## src/rtl/dds_wave_generator.sv

```systemverilog
// dds_wave_generator
//   Direct-digital-synthesis waveform source. A phase accumulator advances
//   by a programmable tuning word. Its top LUT_AW bits, plus a phase offset,
//   form a table index. That index drives one of four waveforms through a
//   3-stage registered pipeline. The sine is built from a quarter-wave ROM
//   that is folded by quadrant symmetry.
//
// Ports
//   clk          rising-edge clock
//   reset        asynchronous, active-low reset
//   enable       1 = accumulator advances by tune_reg this cycle
//   tune_load    1 = capture tune_word into tune_reg
//   tune_word    phase increment per enabled cycle (PHASE_W bits)
//   phase_offset added to the table index, modulo N (LUT_AW bits)
//   mode         0 sine, 1 square, 2 sawtooth, 3 triangle
//   sync         1 = clear accumulator (phase restart); wins over enable
//   wave_out     offset-binary sample (OUT_W bits)
//   wave_valid   wave_out came from a cycle in which enable was high
//   wrap         one-cycle pulse on accumulator carry-out
module dds_wave_generator #(
  parameter int PHASE_W = 24,
  parameter int LUT_AW  = 8,
  parameter int OUT_W   = 8
) (
  input  logic               clk,
  input  logic               reset,
  input  logic               enable,
  input  logic               tune_load,
  input  logic [PHASE_W-1:0] tune_word,
  input  logic [LUT_AW-1:0]  phase_offset,
  input  logic [1:0]         mode,
  input  logic               sync,
  output logic [OUT_W-1:0]   wave_out,
  output logic               wave_valid,
  output logic               wrap
);

  localparam int N   = 2 ** LUT_AW;
  localparam int QN  = N / 4;
  localparam int QAW = LUT_AW - 2;
  localparam logic [OUT_W-1:0] MID    = {1'b1, {(OUT_W-1){1'b0}}};
  localparam logic [OUT_W-1:0] MID_M1 = {1'b0, {(OUT_W-1){1'b1}}};

  // Quarter-wave amplitude for entry j, evaluated at elaboration only.
  // sin() comes from a Taylor series, because the argument never exceeds
  // pi/2 and that keeps the function to plain real arithmetic. Sampling
  // at j+0.5 makes the folded quadrants meet without a repeated point.
  function automatic int sine_q(input int j);
    real x;
    real term;
    real s;
    real amp;
    x    = 2.0 * 3.14159265358979323846 * (real'(j) + 0.5) / real'(N);
    term = x;
    s    = x;
    for (int k = 1; k < 12; k++) begin
      term = -term * x * x / real'((2 * k) * (2 * k + 1));
      s    = s + term;
    end
    amp = real'((2 ** (OUT_W - 1)) - 1);
    return $rtoi(amp * s + 0.5);
  endfunction

  logic [OUT_W-2:0] rom [QN];

  for (genvar gi = 0; gi < QN; gi++) begin : g_rom
    localparam int QV = sine_q(gi);
    assign rom[gi] = QV[OUT_W-2:0];
  end

  // Accumulator and tuning register
  logic [PHASE_W-1:0] acc_reg;
  logic [PHASE_W-1:0] tune_reg;
  logic               wrap_reg;
  logic [PHASE_W:0]   sum_next;

  assign sum_next = {1'b0, acc_reg} + {1'b0, tune_reg};

  always_ff @(posedge clk or negedge reset) begin
    if (!reset) begin
      acc_reg  <= '0;
      tune_reg <= '0;
      wrap_reg <= 1'b0;
    end else begin
      // A tune loaded in this cycle is first used by the next accumulate.
      if (tune_load) tune_reg <= tune_word;
      if (sync) begin
        acc_reg  <= '0;
        wrap_reg <= 1'b0;
      end else if (enable) begin
        acc_reg  <= sum_next[PHASE_W-1:0];
        wrap_reg <= sum_next[PHASE_W];
      end else begin
        wrap_reg <= 1'b0;
      end
    end
  end

  // Stage 1: table index, with mode and valid sampled alongside it
  logic [LUT_AW-1:0] idx1_reg;
  logic [1:0]        mode1_reg;
  logic              v1_reg;

  always_ff @(posedge clk or negedge reset) begin
    if (!reset) begin
      idx1_reg  <= '0;
      mode1_reg <= '0;
      v1_reg    <= 1'b0;
    end else begin
      idx1_reg  <= acc_reg[PHASE_W-1 -: LUT_AW] + phase_offset;
      mode1_reg <= mode;
      v1_reg    <= enable;
    end
  end

  // Stage 2: quadrant fold and registered ROM read
  logic [1:0]        q1;
  logic [QAW-1:0]    j1;
  logic [QAW-1:0]    rom_addr;
  logic [OUT_W-2:0]  rom_q_reg;
  logic [1:0]        q2_reg;
  logic [1:0]        mode2_reg;
  logic [LUT_AW-1:0] idx2_reg;
  logic              v2_reg;

  assign q1 = idx1_reg[LUT_AW-1 -: 2];
  assign j1 = idx1_reg[QAW-1:0];
  // Odd quadrants run the quarter table backwards: N/4-1-j is ~j.
  assign rom_addr = q1[0] ? ~j1 : j1;

  always_ff @(posedge clk or negedge reset) begin
    if (!reset) begin
      rom_q_reg <= '0;
      q2_reg    <= '0;
      mode2_reg <= '0;
      idx2_reg  <= '0;
      v2_reg    <= 1'b0;
    end else begin
      rom_q_reg <= rom[rom_addr];
      q2_reg    <= q1;
      mode2_reg <= mode1_reg;
      idx2_reg  <= idx1_reg;
      v2_reg    <= v1_reg;
    end
  end

  // Stage 3: waveform select
  logic [LUT_AW-2:0] tri_t;
  logic [LUT_AW-1:0] tri_full;
  logic [OUT_W-1:0]  saw_val;
  logic [OUT_W-1:0]  tri_val;
  logic [OUT_W-1:0]  wave_next;
  logic [OUT_W-1:0]  wave_reg;
  logic              v3_reg;

  assign tri_t    = idx2_reg[LUT_AW-1] ? ~idx2_reg[LUT_AW-2:0] : idx2_reg[LUT_AW-2:0];
  assign tri_full = {tri_t, 1'b0};

  // Left-justify the LUT_AW-bit ramps into OUT_W bits.
  if (OUT_W >= LUT_AW) begin : g_pad
    assign saw_val = OUT_W'(idx2_reg) << (OUT_W - LUT_AW);
    assign tri_val = OUT_W'(tri_full) << (OUT_W - LUT_AW);
  end else begin : g_trunc
    assign saw_val = OUT_W'(idx2_reg >> (LUT_AW - OUT_W));
    assign tri_val = OUT_W'(tri_full >> (LUT_AW - OUT_W));
  end

  always_comb begin
    wave_next = '0;
    case (mode2_reg)
      2'd0:    wave_next = q2_reg[1] ? (MID_M1 - {1'b0, rom_q_reg})
                                     : (MID + {1'b0, rom_q_reg});
      2'd1:    wave_next = idx2_reg[LUT_AW-1] ? '0 : '1;
      2'd2:    wave_next = saw_val;
      default: wave_next = tri_val;
    endcase
  end

  always_ff @(posedge clk or negedge reset) begin
    if (!reset) begin
      wave_reg <= '0;
      v3_reg   <= 1'b0;
    end else begin
      wave_reg <= wave_next;
      v3_reg   <= v2_reg;
    end
  end

  assign wave_out   = wave_reg;
  assign wave_valid = v3_reg;
  assign wrap       = wrap_reg;

endmodule
```

## config.mk

```make
export PLATFORM = sky130hd
export DESIGN_NAME = dds_wave_generator
export DESIGN_NICKNAME = d
export VERILOG_FILES = /design/src/rtl/dds_wave_generator.sv
export SDC_FILE = /design/constraint.sdc
export NUM_CORES = 1
export LEC_CHECK = 0
export CAP_MARGIN = 20
export CORE_MARGIN = 4
export CORE_UTILIZATION = 35
export CTS_CLUSTER_SIZE = 30
export DETAILED_ROUTE_END_ITERATION = 8
export PLACE_DENSITY_LB_ADDON = 0.1
export REMOVE_ABC_BUFFERS = 1
export SETUP_SLACK_MARGIN = 0.2
export SYNTH_ARGS = -nofsm -noshare
export SYNTH_HDL_FRONTEND = slang
export SYNTH_SLANG_ARGS = --single-unit
```

## constraint.sdc

```tcl
create_clock -name clk -period 3.1 [get_ports clk]
set_clock_uncertainty 0.2 [all_clocks]
set_input_delay 0.62 -clock clk [delete_from_list [all_inputs] [get_ports clk]]
set_output_delay 0.62 -clock clk [all_outputs]
set_load 0.005 [all_outputs]
```

Word level (Yosys, flattened, before mapping):

Memory sizes are Yosys's and may differ from the RTL's. A register that Yosys moved wholly into a read port is not among the register bits.
Cells that the tools add are included.

* register bits: 82
* bits in read-only memories: 448
* output and inout port bits: 10
* logic and storage cells: 34
* memories: 1

* add/sub/neg operators: 4
* eq/ne operators: 2
* muxes and demuxes: 9
* bitwise gates (word level): 3
* reduce and logical (&&, ||, !) cells: 3

Memory list
* (no name shown): words 64, width 7, rd ports 1, clocked after memory_dff 1, write ports 0, line 139 `rom_q_reg <= rom[rom_addr];`

Operators by type and width (number)
* $mux W24: 2
* $add A24 B24 Y25: 1
* $pmux W8 S3: 1
* $mux W8: 2
* $add A8 B7 Y8 const A: 1
* $add A8 B8 Y8: 1
* $sub A7 B7 Y8 const A: 1
* $mux W7: 1
* $not A6 Y7: 1
* $not A7 Y7: 1
* $mux W6: 1
* $not A6 Y6: 1
* $eq A2 B1 Y1 const B: 1
* $eq A2 B2 Y1 const B: 1
* $logic_not A2 Y1: 1
* $mux W1: 2
* $reduce_bool A2 Y1: 1
* $logic_not A1 Y1: 1

Logic depth before layout (Yosys ltp):

* depth after elaboration: 3
* depth in mapped cells: 9
* mapped depth without buffers: 9

Worst setup path before layout:

OpenSTA, ideal clock, no wires.

* kind: reg-to-reg
* start: register acc_reg[0]
* end: register acc_reg[22]
* setup time: 122 ps
* arrival: 2137 ps
* data required time: 2778 ps
* slack: 642 ps
* stages on the path, launching flop included: 9
* period minus slack after synthesis: 2458 ps
* cells stage by stage: dfrtp_1 > ha_1 > fa_1 > a21o_1 > a221oi_4 > a211oi_2 > o21ai_1 > nand3_1 > a32o_1

* word-level cells in the longest chain between the ends: 3

Ends and longest elaborated chain
* from (decl): line 72 `logic [PHASE_W-1:0] acc_reg;`
* from (signal assigned): line 91 `acc_reg <= sum_next[PHASE_W-1:0];`
* $add A24 B24 Y25: line 77 `assign sum_next = {1'b0, acc_reg} + {1'b0, tune_reg};`
* $mux W24: line 90 `end else if (enable) begin`
* $mux W24: line 87 `if (sync) begin`

Every way passes these cells. The select of a mux whose other input is x is not followed.
A chain may end at the register's enable or synchronous reset.

Worst setup path in the final report:

Ends and elaborated chain as after synthesis.

==> metrics.md <==
| Metric | Value |
|---|---|
| Outcome | `finished clean` |
| Syn. warnings | `0` |
| Worst EP arrival | `2770 ps` |
| Row cnt | `44` |
| Final WL | `approximately 12000 um` |
| Antenna violations before repair | `0` |
| FILL cells | `1408` |
| DPL Wire Length | `9410 um` |
| Post-CTS Setup Inserts | `0` |
| RSZ-0062 raised after global routing | `true` |
| Max_slew headroom | `between 40% and 50%` |
| RD Place Congestion | `0.864` |
| Total power | `between 5000 and 6000 uW` |
| Synth top area cells | `dfrtp_1, ha_1, mux2_2, nor2_1, a21oi_1` |
| Detailed Route Iter0 Violations | `162` |
| Area of the multi-input gates | `2980 sq um` |
| Unique masters post-synth | `67` |
| Critical-path cell list | `ha_1 -> fa_1 -> a21o_1 -> a221oi_4 -> a211oi_2 -> o21ai_1 -> nand3_1 -> a32o_1` |
| Post-CTS Resized | `0` |
| Capture point of the worst reg-to-reg path | `acc_reg[22]$_DFFE_PN0P_` |
| Die area | `~17000 sq um` |
| Maximum VDD drop | `391 uV` |
| Synth Instances | `around 550` |
| Seq. cell area | `2180 sq um` |
| Pwr per Cell Area | `around 890 nW/um^2` |
| H-tree levels | `3` |
| R2r worst-path depth | `8` |
| Largest net degree at the start of global routing | `46` |
| Area leader, netlist | `dfrtp_1` |
| Hold Crit Class | `input pin to async pin` |
| Initial Util | `36.2%` |
| Die W | `131 um` |
| Vias | `4187` |
| EDFF count, synth | `0` |
| Antenna-violating nets left | `0` |
| Kind of critical path | `register to register` |
| CTS tree | `done` |
| Leading cell type in the layout, fill and taps excluded | `dfrtp_1` |
| Nets | `678` |
| Slew Limit Fails | `0` |
| Pre-Repair DR Iteration Count | `4` |
| Overflow after GRT | `0` |
| Setup violators final | `0` |
| First-pass GRT wire length | `20900 um` |
| I/O pin count | `49` |
| Startpoint Class | `register` |
| Area share of the largest cell type after synthesis | `41.0%` |
| FF-to-FF setup slack | `approximately 360 ps` |
| Die height | `roughly 130 um` |
| Endpoint class of the critical path | `register` |
| Mean post-synth cell area | `9.70 sq um` |
| Layout cells sized above 1 | `11.1%` |
| WL per Instance | `between 15 and 20 um` |
| WP data required | `3130 ps` |
| Post-synthesis sequential area ratio | `41.0%` |
| Ys async rst share | `100%` |
| Via density | `roughly 5.3` |
| Commonest non-fill, non-tap cells in the layout | `dfrtp_1, nor2_1, clkdlybuf4s50_1, a21oi_1, nand2_1` |
| Clock latency at the later pin of the worst-skew pair | `340 ps` |
| Tcrit/Tclk final | `~88%` |
| Highest clock rate | `365 MHz` |
| Mapped cell area | `5310 sq um` |
| DRC violations left | `0` |
| Max FO, Critical Path | `7` |
| Final Hold Fails | `0` |
| Post-CTS Hold Buffers | `0` |
| Antenna diode count | `0` |
| Min cycle time layout | `2740 ps` |
| Ys flop type | `dfrtp_1` |
| Delay-heaviest family, CP | `compound AO/OA/AOI/OAI gates` |
| Max-Cap Viols | `0` |
| Lkg Pwr | `between 0.002 and 0.003 uW` |
| Gr usage total | `14.8%` |
| Core Box Area | `roughly 15000 sq um` |
| Critical path buffers and inverters | `0` |
| CTS root buf | `clkbuf_16` |
| # clock sinks | `87` |
| Worst r2r src | `acc_reg[0]$_DFFE_PN0P_` |
| Yosys reg bits | `87` |
| CTS max path bufs | `2` |
| Worst-path clk slew | `~60 ps` |
| Slowest stage delay, CP | `approximately 440 ps` |
| P&R area growth vs syn | `18.5%` |
| Vias in the first global route | `4125` |
| Setup TNS Final | `0 ps` |
| Num CTS Buffers | `9` |
| Buffers added on ports | `48` |
| CP max stage cell | `a221oi_4` |
| Slew @ Worst Pin | `812 ps` |
==> worst max-delay path by stage <==
stage	start	to	slack, ps	cells after the start
after floorplan	acc_reg[0]$_DFFE_PN0P_	acc_reg[22]$_DFFE_PN0P_	640	8
after global placement	phase_offset[1]	idx1_reg[7]$_DFF_PN0_	380	7
after detailed placement	phase_offset[1]	idx1_reg[7]$_DFF_PN0_	310	7
after CTS	acc_reg[0]$_DFFE_PN0P_	acc_reg[22]$_DFFE_PN0P_	380	8
after global routing	acc_reg[0]$_DFFE_PN0P_	acc_reg[22]$_DFFE_PN0P_	180	8
final	acc_reg[0]$_DFFE_PN0P_	acc_reg[22]$_DFFE_PN0P_	360	8
==> report_power, final <==
part | internal [uW] | switching [uW]
clock network | 564 | 429
registers | 1450 | 242
logic | 1290 | 1620
total | 3310 | 2290
==> metal layers <==
metal  track usage, %  up-vias  routed length [um]
li1                 -     2093                   -
met1             19.1     2004                5830
met2             24.8       76                5980
met3             3.17       14                 365
met4             5.08        0                 207
met5                0        -                   0
==> logic make-up (layout without fill, tap and decap cells) <==
family          Yosys count  count (layout)  share of synthesized area (%)
mux                      32              32                           6.83
xor+xnor                 31              31                           5.11
simple gates            167             167                           14.3
flops                    87              87                           41.0
compound gates          153             153                           19.9
fa+ha+maj                41              41                           9.94
buf+inv                  37              92                           2.99
==> synth_stat cells, types with 2 or more instances <==
| cell type | instances |
|---|---|
| dfrtp_1 | 87 |
| nor2_1 | 68 |
| a21oi_1 | 43 |
| nand2_1 | 41 |
| ha_1 | 39 |
| o21ai_0 | 29 |
| mux2_2 | 24 |
| nor3_1 | 18 |
| xnor2_1 | 18 |
| clkbuf_1 | 14 |
| a21o_1 | 13 |
| o211ai_1 | 13 |
| xor2_1 | 13 |
| inv_1 | 12 |
| a211oi_1 | 9 |
| nand3_1 | 8 |
| buf_2 | 7 |
| mux2i_1 | 7 |
| o21ai_1 | 7 |
| nand2b_1 | 5 |
| or3_1 | 5 |
| a32o_1 | 4 |
| nand4_1 | 4 |
| nor2b_1 | 4 |
| o21a_1 | 3 |
| o32ai_1 | 3 |
| a22o_1 | 2 |
| and2_1 | 2 |
| and3_1 | 2 |
| and4_1 | 2 |
| fa_1 | 2 |
| nor4bb_1 | 2 |
| o221ai_1 | 2 |
| o22ai_1 | 2 |
| o311ai_1 | 2 |
==> metrics by stage <==
step / util (%) / hold slack, ps / cells / setup slack (ps) / instance area, sq um
after detailed placement: 41.0 / 139 / 771 / 306 / 6020
final: 42.8 / 68.0 / 787 / 357 / 6300
after CTS: 42.8 / 84.1 / 787 / 380 / 6290
after floorplan: - / 124 / 524 / 642 / 5200
after global placement: 41.0 / 136 / 771 / 382 / 6020
after global routing: 42.8 / 109 / 787 / 185 / 6300
==> cell type report <==
type                       instances  share of cell area, %
tap                              184                   3.66
clock inverter                     3                  0.298
timing repair buffer              63                   9.38
inverter                          13                  0.775
sequential                        87                   34.6
clock buffer                      13                   3.97
multi-input combinational        424                   47.3
Note: power is estimated with default switching activity, not from simulation.
